$ cat src/rtl/csr_trap_ctrl.sv
// ----------------------------------------------------------------------------
// csr_trap_ctrl
//
// Machine-mode CSR file and trap/return sequencer for the rv32i core.
// Owns the single CSR write port and shares it between CSR instructions
// and the multi-cycle trap-entry / MRET sequences. While a sequence runs
// the pipeline is stalled. Each sequence ends with a one-cycle PC redirect.
//
// Implemented CSRs:
//   0x300 mstatus  : only MIE (bit 3) and MPIE (bit 7) exist; other bits read 0
//   0x305 mtvec    : bits [1:0] read 0
//   0x340 mscratch : full 32 bits
//   0x341 mepc     : bits [1:0] read 0
//   0x342 mcause   : full 32 bits
//   Any other address reads 0, and writes to it are ignored.
//
// Ports:
//   clk            in   system clock; all state changes on the rising edge
//   rst            in   asynchronous, active-high reset
//   csr_w          in   CSR write request from the decoder
//   csr_inm        in   1: write data is zero-extended csr_zimm; 0: csr_wdata
//   csr_addr       in   CSR address, used for both read and write
//   csr_wdata      in   register-source write data
//   csr_zimm       in   5-bit immediate write data
//   csr_rdata      out  combinational read of csr_addr
//   instr_pc       in   PC of the instruction in execute
//   trap_req       in   synchronous exception from execute
//   trap_cause     in   cause code that goes with trap_req
//   mret_req       in   MRET in execute
//   irq_ext        in   level-sensitive machine external interrupt
//   stall          out  hold the pipeline
//   redirect_valid out  one-cycle PC redirect strobe
//   redirect_pc    out  redirect target; 0 when no redirect
// ----------------------------------------------------------------------------
module csr_trap_ctrl #(
    parameter logic [31:0] MTVEC_RESET = 32'h0000_0000
) (
    input  logic        clk,
    input  logic        rst,
    input  logic        csr_w,
    input  logic        csr_inm,
    input  logic [11:0] csr_addr,
    input  logic [31:0] csr_wdata,
    input  logic [4:0]  csr_zimm,
    output logic [31:0] csr_rdata,
    input  logic [31:0] instr_pc,
    input  logic        trap_req,
    input  logic [31:0] trap_cause,
    input  logic        mret_req,
    input  logic        irq_ext,
    output logic        stall,
    output logic        redirect_valid,
    output logic [31:0] redirect_pc
);

    // Sequencer states
    localparam logic [2:0] S_IDLE    = 3'd0;
    localparam logic [2:0] S_T_EPC   = 3'd1;
    localparam logic [2:0] S_T_CAUSE = 3'd2;
    localparam logic [2:0] S_T_JUMP  = 3'd3;
    localparam logic [2:0] S_M_JUMP  = 3'd4;

    // CSR addresses
    localparam logic [11:0] ADDR_MSTATUS  = 12'h300;
    localparam logic [11:0] ADDR_MTVEC    = 12'h305;
    localparam logic [11:0] ADDR_MSCRATCH = 12'h340;
    localparam logic [11:0] ADDR_MEPC     = 12'h341;
    localparam logic [11:0] ADDR_MCAUSE   = 12'h342;

    // Cause code recorded for the machine external interrupt
    localparam logic [31:0] IRQ_EXT_CAUSE = 32'h8000_000B;

    logic [2:0]  state;
    logic [2:0]  state_next;

    // CSR storage. The always-zero low bits of mtvec and mepc are not kept.
    logic        mie;
    logic        mpie;
    logic [29:0] mtvec_hi;
    logic [31:0] mscratch;
    logic [29:0] mepc_hi;
    logic [31:0] mcause;

    // Values captured when a trap is accepted; the requester drops its
    // request once the pipeline stalls, so they must be held here.
    logic [29:0] hold_pc;
    logic [31:0] hold_cause;

    logic        idle;
    logic        irq_pending;
    logic        take_trap;
    logic        take_mret;
    logic        csr_wr_en;
    logic [31:0] csr_wr_data;

    logic        hit_mstatus;
    logic        hit_mtvec;
    logic        hit_mscratch;
    logic        hit_mepc;
    logic        hit_mcause;

    // instr_pc[1:0] is never needed: mepc drops those bits.
    logic        unused_pc_bits;
    assign unused_pc_bits = ^instr_pc[1:0];

    // ------------------------------------------------------------------
    // Event arbitration in IDLE.
    // Priority: trap_req > mret_req > enabled interrupt > CSR write.
    // ------------------------------------------------------------------
    assign idle        = (state == S_IDLE);
    assign irq_pending = irq_ext & mie;
    assign take_trap   = idle & (trap_req | (~mret_req & irq_pending));
    assign take_mret   = idle & ~trap_req & mret_req;
    assign csr_wr_en   = idle & csr_w & ~trap_req & ~mret_req & ~irq_pending;

    assign csr_wr_data = csr_inm ? {27'd0, csr_zimm} : csr_wdata;

    assign hit_mstatus  = (csr_addr == ADDR_MSTATUS);
    assign hit_mtvec    = (csr_addr == ADDR_MTVEC);
    assign hit_mscratch = (csr_addr == ADDR_MSCRATCH);
    assign hit_mepc     = (csr_addr == ADDR_MEPC);
    assign hit_mcause   = (csr_addr == ADDR_MCAUSE);

    // ------------------------------------------------------------------
    // Next-state logic
    // ------------------------------------------------------------------
    always_comb begin
        state_next = state;
        case (state)
            S_IDLE: begin
                if (take_trap) begin
                    state_next = S_T_EPC;
                end else if (take_mret) begin
                    state_next = S_M_JUMP;
                end
            end
            S_T_EPC:   state_next = S_T_CAUSE;
            S_T_CAUSE: state_next = S_T_JUMP;
            S_T_JUMP:  state_next = S_IDLE;
            S_M_JUMP:  state_next = S_IDLE;
            default:   state_next = S_IDLE;
        endcase
    end

    always_ff @(posedge clk or posedge rst) begin
        if (rst) begin
            state <= S_IDLE;
        end else begin
            state <= state_next;
        end
    end

    // ------------------------------------------------------------------
    // Trap capture registers
    // ------------------------------------------------------------------
    always_ff @(posedge clk or posedge rst) begin
        if (rst) begin
            hold_pc    <= 30'd0;
            hold_cause <= 32'd0;
        end else if (take_trap) begin
            hold_pc    <= instr_pc[31:2];
            hold_cause <= trap_req ? trap_cause : IRQ_EXT_CAUSE;
        end
    end

    // ------------------------------------------------------------------
    // CSR write port. Instruction writes happen only in IDLE and sequence
    // updates only outside IDLE, so the two never collide.
    // ------------------------------------------------------------------

    // mstatus: trap entry stacks MIE into MPIE and disables interrupts;
    // MRET restores MIE from MPIE and sets MPIE.
    always_ff @(posedge clk or posedge rst) begin
        if (rst) begin
            mie  <= 1'b0;
            mpie <= 1'b0;
        end else begin
            case (state)
                S_IDLE: begin
                    if (csr_wr_en && hit_mstatus) begin
                        mie  <= csr_wr_data[3];
                        mpie <= csr_wr_data[7];
                    end
                end
                S_T_JUMP: begin
                    mpie <= mie;
                    mie  <= 1'b0;
                end
                S_M_JUMP: begin
                    mie  <= mpie;
                    mpie <= 1'b1;
                end
                default: ;
            endcase
        end
    end

    always_ff @(posedge clk or posedge rst) begin
        if (rst) begin
            mtvec_hi <= MTVEC_RESET[31:2];
        end else if (csr_wr_en && hit_mtvec) begin
            mtvec_hi <= csr_wr_data[31:2];
        end
    end

    always_ff @(posedge clk or posedge rst) begin
        if (rst) begin
            mscratch <= 32'd0;
        end else if (csr_wr_en && hit_mscratch) begin
            mscratch <= csr_wr_data;
        end
    end

    always_ff @(posedge clk or posedge rst) begin
        if (rst) begin
            mepc_hi <= 30'd0;
        end else if (state == S_T_EPC) begin
            mepc_hi <= hold_pc;
        end else if (csr_wr_en && hit_mepc) begin
            mepc_hi <= csr_wr_data[31:2];
        end
    end

    always_ff @(posedge clk or posedge rst) begin
        if (rst) begin
            mcause <= 32'd0;
        end else if (state == S_T_CAUSE) begin
            mcause <= hold_cause;
        end else if (csr_wr_en && hit_mcause) begin
            mcause <= csr_wr_data;
        end
    end

    // ------------------------------------------------------------------
    // Combinational CSR read
    // ------------------------------------------------------------------
    always_comb begin
        csr_rdata = 32'd0;
        case (csr_addr)
            ADDR_MSTATUS:  csr_rdata = {24'd0, mpie, 3'd0, mie, 3'd0};
            ADDR_MTVEC:    csr_rdata = {mtvec_hi, 2'b00};
            ADDR_MSCRATCH: csr_rdata = mscratch;
            ADDR_MEPC:     csr_rdata = {mepc_hi, 2'b00};
            ADDR_MCAUSE:   csr_rdata = mcause;
            default:       csr_rdata = 32'd0;
        endcase
    end

    // ------------------------------------------------------------------
    // Pipeline control outputs. A request seen in IDLE stalls in the same
    // cycle so the requester holds its instruction; a plain CSR write
    // completes in one cycle and needs no stall.
    // ------------------------------------------------------------------
    assign stall = ~idle | trap_req | mret_req | irq_pending;

    always_comb begin
        redirect_valid = 1'b0;
        redirect_pc    = 32'd0;
        case (state)
            S_T_JUMP: begin
                redirect_valid = 1'b1;
                redirect_pc    = {mtvec_hi, 2'b00};
            end
            S_M_JUMP: begin
                redirect_valid = 1'b1;
                redirect_pc    = {mepc_hi, 2'b00};
            end
            default: ;
        endcase
    end

endmodule

$ cat config.mk
export PLATFORM = sky130hd
export DESIGN_NAME = csr_trap_ctrl
export DESIGN_NICKNAME = d
export VERILOG_FILES = /design/src/rtl/csr_trap_ctrl.sv
export SDC_FILE = /design/constraint.sdc
export NUM_CORES = 1
export LEC_CHECK = 0
export BUFFER_PORTS_ARGS = -buffer_cell sky130_fd_sc_hd__buf_2
export CORE_MARGIN = 10
export CORE_UTILIZATION = 45
export CTS_CLUSTER_DIAMETER = 200
export CTS_CLUSTER_SIZE = 10
export DETAILED_ROUTE_END_ITERATION = 8
export PLACE_DENSITY_LB_ADDON = 0.2
export SETUP_SLACK_MARGIN = 0.5
export SKIP_CTS_REPAIR_TIMING = 1
export SLEW_MARGIN = 15
export SYNTH_ARGS = -nofsm -noshare
export SYNTH_HDL_FRONTEND = slang
export SYNTH_SLANG_ARGS = --single-unit
$ cat constraint.sdc
create_clock -name clk -period 6.6 [get_ports clk]
set_clock_uncertainty 0.15 [all_clocks]
set_input_delay 0.33 -clock clk [delete_from_list [all_inputs] [get_ports clk]]
set_output_delay 0.33 -clock clk [all_outputs]
set_load 0.01 [all_outputs]
==> flow_summary_export.csv <==
group,metric,value,unit
place,place_hpwl,19100,microns
layout,fillers,1778,
floorplanning,design.core.area,20400,sq um
floorplanning,die_area,27000,sq um
power_and_ir_drop,power.density,346,nW/um^2
grt,grt_pass1_vias,8171,
setup_path,worstPathMaxFanout,37,
layout,drive_gt1_frac,0.316,
setup_path,required,6.76,ns
setup_path,path_cells,"nor4_2, nand3_2, nor3_4, buf_4, mux2_2",
timing,finalHoldViolations,0,
grt,grt_max_degree,119,
clock_tree,cts_tree,"done",
setup_path,start_kind,"flop",
clock_tree,clk_path_buf_depth,2,
grt,grt_pass1_wl,47600,microns
hold_path,hold_path.class,"in -> reg",
synth,netlist_instances,865,
run,cap_violations,0,
hold_path,hp-start,"instr_pc[25]",
timing,tightest_slew,0.995,ns
timing,rsz0062_at_grt,"no",
synth,seq_area_frac_synth,0.511,
setup_path,cpPeakStageDelay,0.82,ns
detailed_routing,antenna_left,0,
power_and_ir_drop,max-vdd-ir-drop,0.228,mV
detailed_routing,vias_per_cell,6.04,
floorplanning,top_level_ports,186,
hold_path,min_path_cells,2,
setup_path,r2r_start,"state[1]",
floorplanning,start_util,0.460,
layout,layout.nets,1178,
floorplanning,fp.dieH,164,microns
grt,antenna_found_initial,0,
place,gp_congestion,0.800,
floorplanning,die-width,164,microns
timing,fin_crit_sh,0.535,
detailed_routing,via_count,8097,
detailed_routing,finalWirelength,31600,microns
timing,drv_slew,0,
hold_path,hold_end,"hold_pc[23]",
clock_tree,cts_sinks,191,
clock_tree,cts-root-buf,"clkbuf_16",
detailed_routing,drtIter0Drc,604,
synth,synth_area_per_cell,10.8,sq um
timing,whs,0.00145,ns
setup_path,critical_path_arrival,3.70,ns
timing,setup_tns,0,ns
setup_path,crit_path_end_kind,"flop",
layout,final_area,11600,sq um
run_status,status,"completed",
detailed_routing,drtPass1Iterations,5,
place,io_buffer_count,181,
place,place_area,10400,sq um
clock_tree,htreeDepth,4,
setup_path,r2r_cells,5,
layout,antenna_cells,0,
detailed_routing,drc,0,
setup_path,r2r-end,"mscratch[25]",
clock_tree,clock_latency,0.42,ns
grt,grt_overflow,0,
floorplanning,rows,52,
clock_tree,cts_made_buffers,17,
synth,ys_ff_latch,191,
synth,synth_warnings,0,
timing,finalWorstSetupSlack,3.07,ns
timing,setup_viol,0,
grt,grt.total_usage,0.227,
setup_path,crit_path_top_delay_cell,"nand3_2",
place,dp_slack,3.08,ns
timing,slew_headroom,0.337,
detailed_routing,wire_per_inst,23.6,microns
timing,max_freq,283,MHz
setup_path,worstSetupPathType,"reg -> reg",
power_and_ir_drop,p_leak,5.32,nW
synth,synth_area,9360,sq um
clock_tree,clkSlewWorstSetupHoldPaths,0.07,ns
timing,period_needed,3.53,ns
layout,final_util,0.569,
synth,synth_cell_types,48,
layout,area_delta_synth_final,23.8,%
setup_path,regToRegSetupSlack,3.07,ns
[synthesized netlist by cell type (all sizes together)]
master | instances | area share
or3 | 1 | 0.00067
mux2i | 31 | 0.033
nor3 | 6 | 0.0044
and3 | 2 | 0.0013
a2bb2oi | 2 | 0.0019
and4 | 1 | 0.00094
nand4 | 28 | 0.019
nor4bb | 1 | 0.0011
nand4b | 1 | 0.00094
dfrtp | 191 | 0.51
or2 | 1 | 0.00067
nand4bb | 2 | 0.0024
a221o | 17 | 0.018
o21ai | 72 | 0.038
o31ai | 9 | 0.0072
nor4 | 5 | 0.0056
nor2 | 74 | 0.030
a22o | 58 | 0.054
o21a | 1 | 0.00080
buf | 11 | 0.0067
inv | 1 | 0.00040
mux2 | 97 | 0.12
a31oi | 57 | 0.038
o211a | 1 | 0.0011
nor4b | 1 | 0.00094
nand2 | 17 | 0.0068
nor2b | 29 | 0.019
nand2b | 2 | 0.0013
and3b | 1 | 0.00094
nor3b | 5 | 0.0040
o41ai | 1 | 0.00094
and2 | 5 | 0.0033
a22oi | 13 | 0.010
o21bai | 1 | 0.00080
nand3 | 1 | 0.00053
or4 | 2 | 0.0016
clkbuf | 73 | 0.029
or3b | 2 | 0.0019
o22a | 4 | 0.0037
a21oi | 37 | 0.020
conb | 1 | 0.00040
[how the worst max path moves through the flow]
| stage | depth (start not counted) | from | to |
|---|---|---|---|
| 2_1_floorplan | 1 | rst | hold_cause[0] |
| 3_3_place_gp | 5 | state[1] | mscratch[30] |
| 3_5_place_dp | 5 | state[1] | mscratch[25] |
| 4_1_cts | 5 | state[1] | mscratch[25] |
| 5_1_grt | 5 | state[1] | mscratch[19] |
| 6_report | 5 | state[1] | mscratch[25] |
[sequential cells by signal, summed over array words and instances, names as in the netlist]
| signal | count |
|---|---|
| mepc_hi | 30 |
| mie | 1 |
| mscratch | 32 |
| state | 3 |
| mcause | 32 |
| mtvec_hi | 30 |
| hold_pc | 30 |
| hold_cause | 32 |
| mpie | 1 |
[report_power, final]
part / total, mW / internal (mW) / switching, mW
Sequential: 1.83 / 1.57 / 0.256
Combinational: 1.18 / 0.523 / 0.658
Clock: 1.00 / 0.548 / 0.454
[layout by cell type, fill, tap and decap left out, types with 17 or more instances in the layout]
cell / netlist / layout
a21oi_1: 37 / 37
a221o_1: 17 / 17
a22o_1: 58 / 58
a31oi_1: 57 / 57
buf_2: 2 / 181
buf_4: 5 / 17
clkbuf_16: 0 / 17
dfrtp_1: 191 / 191
dlygate4sd3_1: 0 / 59
mux2_2: 94 / 94
mux2i_1: 31 / 31
nand4_1: 28 / 28
nor2_1: 74 / 74
nor2b_1: 29 / 29
o21ai_0: 72 / 72
[metrics by stage]
stage,power (mW),cells
after floorplan,2.62,866
after global placement,2.94,1250
after detailed placement,2.99,1250
after CTS,3.99,1281
after global routing,4.25,1340
final,4.01,1340
[final cells by class]
cell class                      instances  area [sq um]  area share
Sequential cell                       191          4780       0.413
Multi-Input combinational cell        590          4280       0.369
Timing Repair Buffer                  257          1620       0.140
Clock buffer                           21           470      0.0406
Tap cell                              270           338      0.0292
Clock inverter                         10          86.3     0.00745
Inverter                                1          11.3    0.000972
[kinds of logic (layout without fill, tap and decap cells)]
kind of cell | Yosys count | after routing | share of synthesized area
and+or+nand+nor | 187 | 187 | 0.107
muxes | 128 | 128 | 0.150
AOI/OAI and AO/OA | 273 | 273 | 0.196
DFF | 191 | 191 | 0.511
buffers and inverters | 85 | 289 | 0.0364
other | 1 | 2 | 0.000401
[per-layer routing]
layer  track usage  vias up  share of wire
li1              -     3630              -
met2         0.369      321           0.48
met3        0.0501       21          0.078
met4        0.0528        0          0.010
met5             0        -              0
met1         0.303     4125           0.43
[critical path, delay by kind of cell (launching register included)]
family | cells | cell delay [ns]
multiplexers | 1 | 0.40
flip-flops | 1 | 0.47
AND/OR/NAND/NOR | 3 | 1.83
buffers and inverters | 1 | 0.51
No activity file was read; power rests on OpenSTA's default activity.
